File: src/rtl/toggle_event_receiver.sv
// Receive side of a toggle-signalled event link: synchronises the toggle line,
// decodes each level change into one event, and queues/counts the events.
module toggle_event_receiver #(
  parameter int SYNC_STAGES = 2,
  parameter int CNT_W       = 8,
  parameter int DEPTH_W     = 3
) (
  input  logic               clk,
  input  logic               rst,
  input  logic               tog_in,
  input  logic               enable,
  input  logic               clr_count,
  input  logic               evt_ready,
  output logic               evt_valid,
  output logic               evt_pulse,
  output logic [DEPTH_W-1:0] pending,
  output logic [CNT_W-1:0]   evt_count,
  output logic               overflow
);

  localparam logic [DEPTH_W-1:0] PEND_MAX = '1;
  localparam logic [DEPTH_W-1:0] PEND_ONE = {{(DEPTH_W-1){1'b0}}, 1'b1};
  localparam logic [CNT_W-1:0]   CNT_ONE  = {{(CNT_W-1){1'b0}}, 1'b1};

  logic [SYNC_STAGES-1:0] sync_p0;
  logic                   last_p1;
  logic                   toggle;
  logic                   evt;
  logic                   pop;
  logic                   pend_full;

  // Saturating pending update; a decrement is only requested when non-empty.
  function automatic logic [DEPTH_W-1:0] pend_next(
    input logic [DEPTH_W-1:0] cur,
    input logic               inc,
    input logic               dec
  );
    logic [DEPTH_W-1:0] res;
    res = cur;
    if (inc && !dec) begin
      res = (cur == PEND_MAX) ? cur : cur + PEND_ONE;
    end else if (!inc && dec) begin
      res = cur - PEND_ONE;
    end
    return res;
  endfunction

  // Stage p0: synchroniser chain on the asynchronous toggle line
  always_ff @(posedge clk or posedge rst) begin
    if (rst) begin
      sync_p0 <= '0;
    end else begin
      sync_p0 <= {sync_p0[SYNC_STAGES-2:0], tog_in};
    end
  end

  // Stage p1: last-level tracking runs even while disabled, so re-enable is silent
  always_ff @(posedge clk or posedge rst) begin
    if (rst) begin
      last_p1 <= 1'b0;
    end else begin
      last_p1 <= sync_p0[SYNC_STAGES-1];
    end
  end

  assign toggle    = sync_p0[SYNC_STAGES-1] ^ last_p1;
  assign evt       = toggle & enable;
  assign evt_valid = (pending != '0);
  assign pop       = evt_valid & evt_ready;
  assign pend_full = (pending == PEND_MAX);

  // Stage p2: registered event outputs; clr_count outranks a same-cycle event
  always_ff @(posedge clk or posedge rst) begin
    if (rst) begin
      evt_pulse <= 1'b0;
      pending   <= '0;
      evt_count <= '0;
      overflow  <= 1'b0;
    end else begin
      evt_pulse <= evt;
      pending   <= pend_next(pending, evt, pop);
      if (clr_count) begin
        evt_count <= '0;
        overflow  <= 1'b0;
      end else begin
        if (evt) begin
          evt_count <= evt_count + CNT_ONE;
        end
        if (evt && !pop && pend_full) begin
          overflow <= 1'b1;
        end
      end
    end
  end

endmodule

File: config.mk
export PLATFORM = sky130hd
export DESIGN_NAME = toggle_event_receiver
export DESIGN_NICKNAME = d
export VERILOG_FILES = /design/src/rtl/toggle_event_receiver.sv
export SDC_FILE = /design/constraint.sdc
export NUM_CORES = 1
export LEC_CHECK = 0
export ABC_AREA = 1
export BUFFER_PORTS_ARGS = -buffer_cell sky130_fd_sc_hd__buf_4
export CAP_MARGIN = 10
export CELL_PAD_IN_SITES_DETAIL_PLACEMENT = 2
export CELL_PAD_IN_SITES_GLOBAL_PLACEMENT = 2
export CORE_MARGIN = 4
export CORE_UTILIZATION = 30
export CTS_CLUSTER_DIAMETER = 120
export DETAILED_ROUTE_END_ITERATION = 6
export GPL_TIMING_DRIVEN = 0
export PLACE_DENSITY_LB_ADDON = 0.12
export SLEW_MARGIN = 10
export SYNTH_ARGS = -nofsm -noshare
export SYNTH_HDL_FRONTEND = slang
export SYNTH_SLANG_ARGS = --single-unit
File: constraint.sdc
create_clock -name clk -period 2.1 [get_ports clk]
set_input_delay 0.315 -clock clk [delete_from_list [all_inputs] [get_ports clk]]
set_output_delay 0.315 -clock clk [all_outputs]
set_load 0.05 [all_outputs]
# Word level (Yosys, flattened, before mapping)
# Cells that the tools add are included.
# word_totals
out_inout_bits	14
mem_bits_rw	0
n_memories	0
wordCells	31
latchBits	0
mem_bits_ro	0
reg_bits	16
in_bits	6
# classes
div	0
n_shift	0
bitwise_logic	3
multipliers	0
reduce_logical	10
mux	7
add_sub_neg	3
order_cmp	0
eq_ne	2
# ops
op	count
$mux 8	2
$mux 3	3
$add 8x1->8 const B	1
$reduce_bool 2->1	3
$add 3x1->3 const B	1
$eq 3x3->1 const B	1
$logic_and 1x1->1	3
$reduce_bool 3->1	1
$sub 3x1->3 const B	1
$and 1x1->1	2
$logic_not 1->1	2
$mux 1	2
$ne 2x2->1 const B	1
$reduce_and 2->1	1
$xor 1x1->1	1

# Depth between registers and ports, before layout
# Gate-level depths: netlist of the first run.
# logic_depth
ltp_word	7
depth_mapped	10
ltp_nobuf	9

# Least setup slack after synthesis of the first run
# Ideal clock, no wire load.
# synth_timing
kind	reg2reg
startpoint	register pending[0]
endpoint	register pending[2]
n_path_buf	0
arrival_ps	2179
t_required_ps	1980
stages_incl_launch_ff	9
slack_ps	-198
setup_ps	120
period_less_slack_ps	2298
path_cell_list	dfrtp_1 nor2_1 nand2_1 nand2_1 nand2_2 fa_1 nand3b_1 nand4_1 nand2_1
# synth_via
elab_chain_len	6
elab_cells_between_ends	14
classes_between	add/sub (2); eq/ne (2); mux (3); bitwise (1); reduce/logical (6)
# synth_lines
element	line_no	source
from (decl)	16	output logic [DEPTH_W-1:0] pending,
from (signal assigned)	81	pending <= pend_next(pending, evt, pop);
$reduce_bool 3->1 *	68	assign evt_valid = (pending != '0);
via evt_valid	14	output logic evt_valid,
$and 1x1->1 *	69	assign pop = evt_valid & evt_ready;
$logic_not 1->1	40	if (inc && !dec) begin
$logic_and 1x1->1	40	
$ne 2x2->1 (no source line) or $reduce_bool 2->1 (tied branches)	-	
$reduce_and 2->1 (no source line)	-	
# The timed path passes the listed nets; every way through them passes the cells marked *. The select of a mux whose other input is x is not followed.
# A chain may end at the register's enable or synchronous reset.

# Worst setup path after layout of the first run
# layout_timing
startpoint	register pending[1]
endpoint	register pending[2]
# layout_via
elab_chain_len	6
elab_cells_between_ends	14
classes_between	add/sub (2); eq/ne (2); mux (3); bitwise (1); reduce/logical (6)
# layout_lines
element	line_no
$reduce_bool 3->1	68
$and 1x1->1	69
$logic_not 1->1	40
$logic_and 1x1->1	40
$ne 2x2->1 (no source line) or $reduce_bool 2->1 (tied branches)	-
$reduce_and 2->1 (no source line)	-
# Parallel ways exist; a longest one is shown, timed or not. The select of a mux whose other input is x is not followed.

==> results of run 1 <==
-- sequential cells by signal, indices dropped and copies added (netlist names) --
signal     count
evt_count      8
evt_pulse      1
last_p1        1
overflow       1
pending        3
sync_p0        2
-- worst min-delay path by stage --
| stage | slack, ns | from | end |
|---|---|---|---|
| 3_3_place_gp | 0.33 | sync_p0[0] | sync_p0[1] |
| 6_report | 0.11 | rst | evt_count[5] |
| 2_1_floorplan | 0.23 | rst | evt_count[0] |
| 5_1_grt | 0.11 | tog_in | sync_p0[0] |
| 4_1_cts | 0.12 | tog_in | sync_p0[0] |
| 3_5_place_dp | 0.34 | sync_p0[0] | sync_p0[1] |
-- worst max-delay path, stage by stage (launching register included) --
cell,delay (ns)
sky130_fd_sc_hd__dfrtp_2,0.45
sky130_fd_sc_hd__nor2_1,0.17
sky130_fd_sc_hd__nand2_2,0.07
sky130_fd_sc_hd__nand2_1,0.16
sky130_fd_sc_hd__nand2_2,0.10
sky130_fd_sc_hd__fa_1,0.40
sky130_fd_sc_hd__nand3b_1,0.20
sky130_fd_sc_hd__nand3_1,0.10
sky130_fd_sc_hd__nand2_1,0.05
sky130_fd_sc_hd__nand2_1,0.05
-- metrics by stage --
| stage | instances | power, mW | instance area (sq um) |
|---|---|---|---|
| after floorplan | 86 | 0.717 | 800 |
| after global placement | 135 | 0.833 | 980 |
| after detailed placement | 135 | 0.851 | 980 |
| after CTS | 139 | 1.07 | 1020 |
| after global routing | 139 | 1.12 | 1020 |
| final | 139 | 1.04 | 1020 |
-- cell type report --
cell class | instances | area (sq um) | share of cell area
Inverter | 9 | 33.8 | 0.0333
Timing Repair Buffer | 19 | 143 | 0.140
Clock buffer | 4 | 36.3 | 0.0357
Sequential cell | 16 | 403 | 0.397
Multi-Input combinational cell | 60 | 352 | 0.346
Tap cell | 30 | 37.5 | 0.0369
Buffer | 1 | 11.3 | 0.0111
-- logic make-up after synthesis --
kind of cell,count (synthesis),share of synthesized area
and+or+nand+nor,45,0.294
DFF,16,0.504
AOI/OAI and AO/OA,12,0.0929
buffers and inverters,10,0.0567
adders and majority gates,2,0.0409
xor gates and xnor gates,1,0.0110
-- layer usage --
layer,global-route usage,vias to the layer above,wire length [um]
met1,0.167,327,857
met3,0.0261,2,97
met2,0.193,19,910
li1,-,324,-
met5,0,-,0
met4,0.0583,0,15
-- power groups by stage --
stage / logic (mW) / clock network [mW] / registers [mW]
6_report: 0.433 / 0.206 / 0.402
5_1_grt: 0.479 / 0.234 / 0.411
4_1_cts: 0.442 / 0.219 / 0.406
3_5_place_dp: 0.439 / 0 / 0.412
3_3_place_gp: 0.427 / 0 / 0.406
2_1_floorplan: 0.196 / 0 / 0.521
-- cells in the final DEF (no fill, tap or decap), types with 2 or more instances in the layout --
cell / n
sky130_fd_sc_hd__nand3_4: 2
sky130_fd_sc_hd__inv_1: 9
sky130_fd_sc_hd__nand2_1: 17
sky130_fd_sc_hd__dfrtp_2: 2
sky130_fd_sc_hd__dfrtp_1: 14
sky130_fd_sc_hd__o21a_1: 3
sky130_fd_sc_hd__a21oi_1: 4
sky130_fd_sc_hd__clkbuf_4: 3
sky130_fd_sc_hd__buf_4: 19
sky130_fd_sc_hd__nand3_1: 5
sky130_fd_sc_hd__nor2_2: 2
sky130_fd_sc_hd__nor2_1: 11
sky130_fd_sc_hd__o21ai_0: 3
sky130_fd_sc_hd__nand2_2: 3
==> load_flow_metrics.sql, run 1 <==
INSERT INTO impl_metrics (metric_group, metric, value, unit) VALUES
('run_status', 'run_status', 'completed', ''),
('grt', 'first_global_vias', '720', ''),
('pwr', 'worst_ir_drop_vdd', '647', 'uV'),
('place', 'detail_placement_hpwl', '1.48', 'mm'),
('min_path', 'hold_path_class', 'in2async', ''),
('sta', 'period_needed', '1.82', 'ns'),
('job', 'cap_violations', '0', ''),
('grt', 'antenna_found_initial', '0', ''),
('clock_network', 'clk_transition_reported_paths', '0.10', 'ns'),
('logic_synthesis', 'synth_top_cell_area_share', '0.504', ''),
('critical_path', 'cp_data_arrival_time', '2.05', 'ns'),
('grt', 'global_route_wire_length_before_repair', '3.26', 'mm'),
('logic_synthesis', 'synth.distinct_cells', '22', ''),
('final_layout', 'nFillCells', '287', ''),
('sta', 'worstMarginPinSlew', '0.638', 'ns'),
('logic_synthesis', 'yosysWarningCount', '0', ''),
('logic_synthesis', 'async_flop_share', '1.00', ''),
('logic_synthesis', 'synth-main-ff-cell', 'sky130_fd_sc_hd__dfrtp_1', ''),
('final_layout', 'antenna_cells', '0', ''),
('clock_network', 'ctsHtreeMaxLevel', '1', ''),
('logic_synthesis', 'yosysSeqAreaShare', '0.504', ''),
('route', 'final_antenna_net_count', '0', ''),
('place', 'preCtsSetupSlack', '0.275', 'ns'),
('critical_path', 'reg2reg_to', 'pending[2]', ''),
('sta', 'report.final.slew_viol_count', '0', ''),
('logic_synthesis', 'yosysMostFrequentCell', 'sky130_fd_sc_hd__nand2_1', ''),
('pwr', 'power_switching', '450', 'uW'),
('final_layout', 'final_layout_size_suffix_gt1_frac', '0.330', ''),
('sta', 'max-slew-margin-rel', '0.574', ''),
('route', 'via_per_inst', '4.83', ''),
('clock_network', 'cts-hold-fix-buffers', '0', ''),
('clock_network', 'cts_post_setup_buffers_inserted', '0', ''),
('critical_path', 'worstPathMaxFanout', '5', ''),
('pwr', 'power_frac_comb', '0.416', ''),
('place', 'place.port_buffers', '19', ''),
('sta', 'finClkSkew', '0.00261', 'ns'),
('floorplanning', 'core_area', '2500', 'sq um'),
('critical_path', 'critPathRequiredTime', '2.33', 'ns'),
('clock_network', 'cts.sink_count', '16', ''),
('logic_synthesis', 'post_synth_edffs', '0', ''),
('floorplanning', 'floorplan.initialDensity', '0.318', ''),
('critical_path', 'ff2ff_setup_slack', '0.28', 'ns'),
('floorplanning', 'die_h', '59.5', 'um'),
('grt', 'grt_util_all_layers', '0.126', ''),
('pwr', 'pwr-share-seq', '0.386', ''),
('pwr', 'clockPowerShare', '0.198', ''),
('pwr', 'powerDensity', '1030', 'nW/um^2'),
('route', 'detailedRoute.firstIterationViolations', '13', ''),
('clock_network', 'post_cts_resized', '0', ''),
('sta', 'fin_worst_hold_slack', '0.108', 'ns'),
('logic_synthesis', 'post_synth_main_area_contributors', 'sky130_fd_sc_hd__dfrtp_1, sky130_fd_sc_hd__nand2_1, sky130_fd_sc_hd__nor2_1', ''),
('floorplanning', 'fp.dieW', '59.5', 'um'),
('floorplanning', 'design.die.area', '3540', 'sq um'),
('final_layout', 'nets', '118', ''),
('critical_path', 'critical_path.endpoint_type', 'flip-flop', ''),
('route', 'post_drt_wl_per_cell', '13.5', 'um'),
('critical_path', 'worst_r2r_path_depth', '9', ''),
('floorplanning', 'boundaryPins', '20', ''),
('route', 'routed_wl', '1.88', 'mm'),
('clock_network', 'clkLatencyLatePin', '0.28', 'ns'),
('pwr', 'power.static_leakage', '0.488', 'nW'),
('logic_synthesis', 'ys_top_cells_by_count', 'sky130_fd_sc_hd__nand2_1, sky130_fd_sc_hd__dfrtp_1, sky130_fd_sc_hd__nor2_1', ''),
('logic_synthesis', 'mappedNetlistArea', '795', 'sq um'),
('place', 'finalWeightedCongestion', '0.705', ''),
('clock_network', 'tritoncts_clock_tree', 'done', ''),
('sta', 'rsz0062_at_grt', 'false', ''),
('sta', 'fmax', '550', 'MHz'),
('pwr', 'switching_share', '0.432', ''),
('logic_synthesis', 'synthDominantAreaCellType', 'sky130_fd_sc_hd__dfrtp_1', ''),
('sta', 'timing.final.hold_violations', '0', ''),
('clock_network', 'max-clock-path-buffers', '2', '');
Note: power is estimated with default switching activity, not from simulation.
==> run 2, diff against run 1 <==
--- a/config.mk
+++ b/config.mk
@@ -8,13 +8,12 @@
 export ABC_AREA = 1
 export BUFFER_PORTS_ARGS = -buffer_cell sky130_fd_sc_hd__buf_4
 export CAP_MARGIN = 10
-export CELL_PAD_IN_SITES_DETAIL_PLACEMENT = 2
-export CELL_PAD_IN_SITES_GLOBAL_PLACEMENT = 2
 export CORE_MARGIN = 4
-export CORE_UTILIZATION = 30
+export CORE_UTILIZATION = 45
 export CTS_CLUSTER_DIAMETER = 120
 export DETAILED_ROUTE_END_ITERATION = 6
 export GPL_TIMING_DRIVEN = 0
+export HOLD_SLACK_MARGIN = 0.05
 export PLACE_DENSITY_LB_ADDON = 0.12
 export SLEW_MARGIN = 10
 export SYNTH_ARGS = -nofsm -noshare
==> load_flow_metrics.sql, run 2 (synthesis gave the netlist of run 1 again) <==
INSERT INTO impl_metrics (metric_group, metric, value, unit) VALUES
('place', 'place.port_buffers', '19', ''),
('final_layout', 'nFillCells', '133', ''),
('grt', 'grt-ovfl-total', '0', ''),
('sta', 'report.final.slew_viol_count', '0', ''),
('critical_path', 'cp_top_family', 'simple AND/OR/NAND/NOR gates', ''),
('grt', 'global_route_wire_length_before_repair', '2.52', 'mm'),
('sta', 'finalWorstSetupSlack', '0.303', 'ns'),
('sta', 'final.setup.tns', '0', 'ns'),
('route', 'detailedRoute.firstIterationViolations', '19', ''),
('final_layout', 'top_register', 'evt_count', ''),
('critical_path', 'ff2ff_setup_slack', '0.30', 'ns'),
('final_layout', 'instances_no_fill', '133', ''),
('sta', 'finClkSkew', '0.00201', 'ns'),
('route', 'remaining_drc_errors', '0', ''),
('grt', 'antenna_found_initial', '0', ''),
('route', 'post_drt_wl_per_cell', '10.7', 'um'),
('clock_network', 'tritoncts.num_buffers', '3', ''),
('grt', 'grt_util_all_layers', '0.134', ''),
('sta', 'max-slew-margin-rel', '0.602', ''),
('sta', 'final.period_utilization', '0.856', ''),
('final_layout', 'largest_reg_flops', '8', ''),
('pwr', 'power.static_leakage', '0.488', 'nW'),
('route', 'via_per_inst', '4.63', ''),
('critical_path', 'cpMaxStageDelayCell', 'sky130_fd_sc_hd__dfrtp_2', ''),
('sta', 'worstMarginPinSlew', '0.597', 'ns'),
('clock_network', 'clk_transition_reported_paths', '0.09', 'ns'),
('sta', 'timing.final.hold_violations', '0', ''),
('final_layout', 'nets', '118', ''),
('critical_path', 'worst-setup-path-type', 'reg2reg', ''),
('run_status', 'run_status', 'completed', ''),
('clock_network', 'clock_tree.root_cell', 'sky130_fd_sc_hd__clkbuf_4', ''),
('route', 'num_vias', '616', ''),
('grt', 'grt_start_max_net_pins', '17', ''),
('clock_network', 'clkLatencyLatePin', '0.28', 'ns'),
('final_layout', 'ff_latch_area', '403', 'sq um'),
('place', 'finalWeightedCongestion', '0.765', ''),
('critical_path', 'cpPeakStageDelay', '0.45', 'ns'),
('clock_network', 'max-clock-path-buffers', '2', ''),
('critical_path', 'cp_data_arrival_time', '1.98', 'ns'),
('pwr', 'powerDensity', '1020', 'nW/um^2'),
('critical_path', 'worstPathMaxFanout', '5', ''),
('clock_network', 'cts-hold-fix-buffers', '0', ''),
('critical_path', 'cp_cell_sequence', 'nor2_1, nand2_2, nand2_1, nand2_2, fa_1, nand3b_1, nand4_1, nand2_1', ''),
('pwr', 'worst_ir_drop_vdd', '657', 'uV'),
('floorplanning', 'fp.dieW', '50.0', 'um'),
('route', 'detailedRoute.firstPassIterationCount', '4', ''),
('floorplanning', 'core_area', '1590', 'sq um'),
('final_layout', 'fin_util', '0.633', ''),
('floorplanning', 'boundaryPins', '20', ''),
('sta', 'period_needed', '1.80', 'ns'),
('route', 'final_antenna_net_count', '0', ''),
('critical_path', 'critical_path.startpoint_type', 'flip-flop', ''),
('final_layout', 'largestRegisters', 'evt_count (8), pending (3), sync_p0 (2)', ''),
('critical_path', 'worst_r2r_path_depth', '8', ''),
('final_layout', 'antenna_cells', '0', ''),
('final_layout', 'multiInputGateArea', '352', 'sq um'),
('sta', 'fmax', '556', 'MHz'),
('critical_path', 'cp_launch_point', 'pending[1]', ''),
('critical_path', 'worstPathBufferInverterCount', '0', ''),
('critical_path', 'critical_path.endpoint_type', 'flip-flop', ''),
('clock_network', 'cts_post_setup_buffers_inserted', '0', ''),
('min_path', 'hold_path_class', 'in2async', ''),
('sta', 'setup_violations', '0', ''),
('floorplanning', 'die_h', '50.0', 'um'),
('grt', 'first_global_vias', '576', ''),
('place', 'place_inst', '129', ''),
('clock_network', 'ctsHtreeMaxLevel', '1', ''),
('critical_path', 'reg2reg_to', 'pending[2]', ''),
('floorplanning', 'floorplan.initialDensity', '0.498', ''),
('place', 'detail_placement_hpwl', '1.09', 'mm'),
('clock_network', 'cts.sink_count', '16', ''),
('final_layout', 'final_layout_size_suffix_gt1_frac', '0.330', ''),
('sta', 'rsz0062_at_grt', 'false', ''),
('place', 'preCtsSetupSlack', '0.310', 'ns'),
('final_layout', 'flow.area_growth_from_synthesis', '26.9', '%'),
('floorplanning', 'floorplan.rows', '14', ''),
('clock_network', 'tritoncts_clock_tree', 'done', ''),
('floorplanning', 'design.die.area', '2500', 'sq um'),
('clock_network', 'post_cts_resized', '0', ''),
('final_layout', 'layout_commonest_cell', 'sky130_fd_sc_hd__buf_4', ''),
('critical_path', 'regToRegStartpoint', 'pending[1]', ''),
('critical_path', 'critPathRequiredTime', '2.29', 'ns'),
('final_layout', 'mostFrequentLayoutCells', 'sky130_fd_sc_hd__buf_4, sky130_fd_sc_hd__nand2_1, sky130_fd_sc_hd__dfrtp_1', ''),
('route', 'routed_wl', '1.43', 'mm'),
('job', 'cap_violations', '0', '');
run 2: report_power, final:
part	switching (mW)	internal (mW)
sequential	0.0501	0.351
clock	0.0961	0.106
combinational	0.289	0.135
total	0.436	0.591
run 2: worst max path at each step:
stage                     depth (start not counted)  slack, ns         end
after global routing                              8       0.18  pending[2]
after detailed placement                          8       0.31  pending[2]
after CTS                                         8       0.29  pending[2]
after floorplan                                   8       0.04  pending[2]
final                                             8       0.30  pending[2]
after global placement                            8       0.34  pending[2]
run 2: per-stage QoR:
stage | hold WS [ns] | total power [mW] | instance area [sq um]
after detailed placement | 0.336 | 0.835 | 972
after CTS | 0.112 | 1.04 | 1010
after global placement | 0.337 | 0.825 | 972
final | 0.0885 | 1.03 | 1010
after global routing | 0.116 | 1.09 | 1010
after floorplan | 0.229 | 0.717 | 800
run 2: worst register-to-register path, cell delays in order (launching register included):
cell	delay [ns]
sky130_fd_sc_hd__dfrtp_2	0.45
sky130_fd_sc_hd__nor2_1	0.17
sky130_fd_sc_hd__nand2_2	0.07
sky130_fd_sc_hd__nand2_1	0.16
sky130_fd_sc_hd__nand2_2	0.10
sky130_fd_sc_hd__fa_1	0.40
sky130_fd_sc_hd__nand3b_1	0.19
sky130_fd_sc_hd__nand4_1	0.11
sky130_fd_sc_hd__nand2_1	0.06
run 2: layer usage:
metal / global-route usage / vias to the layer above / routed length (um)
li1: - / 322 / -
met1: 0.179 / 276 / 659
met2: 0.189 / 13 / 654
met3: 0.0361 / 5 / 78
met4: 0.0829 / 0 / 34
met5: 0 / - / 0
run 2: layout make-up:
| cell class | instances | share of cell area |
|---|---|---|
| timing repair buffer | 19 | 0.141 |
| tap | 24 | 0.0298 |
| buffer | 1 | 0.0112 |
| sequential | 16 | 0.400 |
| multi-input combinational | 60 | 0.349 |
| inverter | 9 | 0.0335 |
| clock buffer | 4 | 0.0360 |
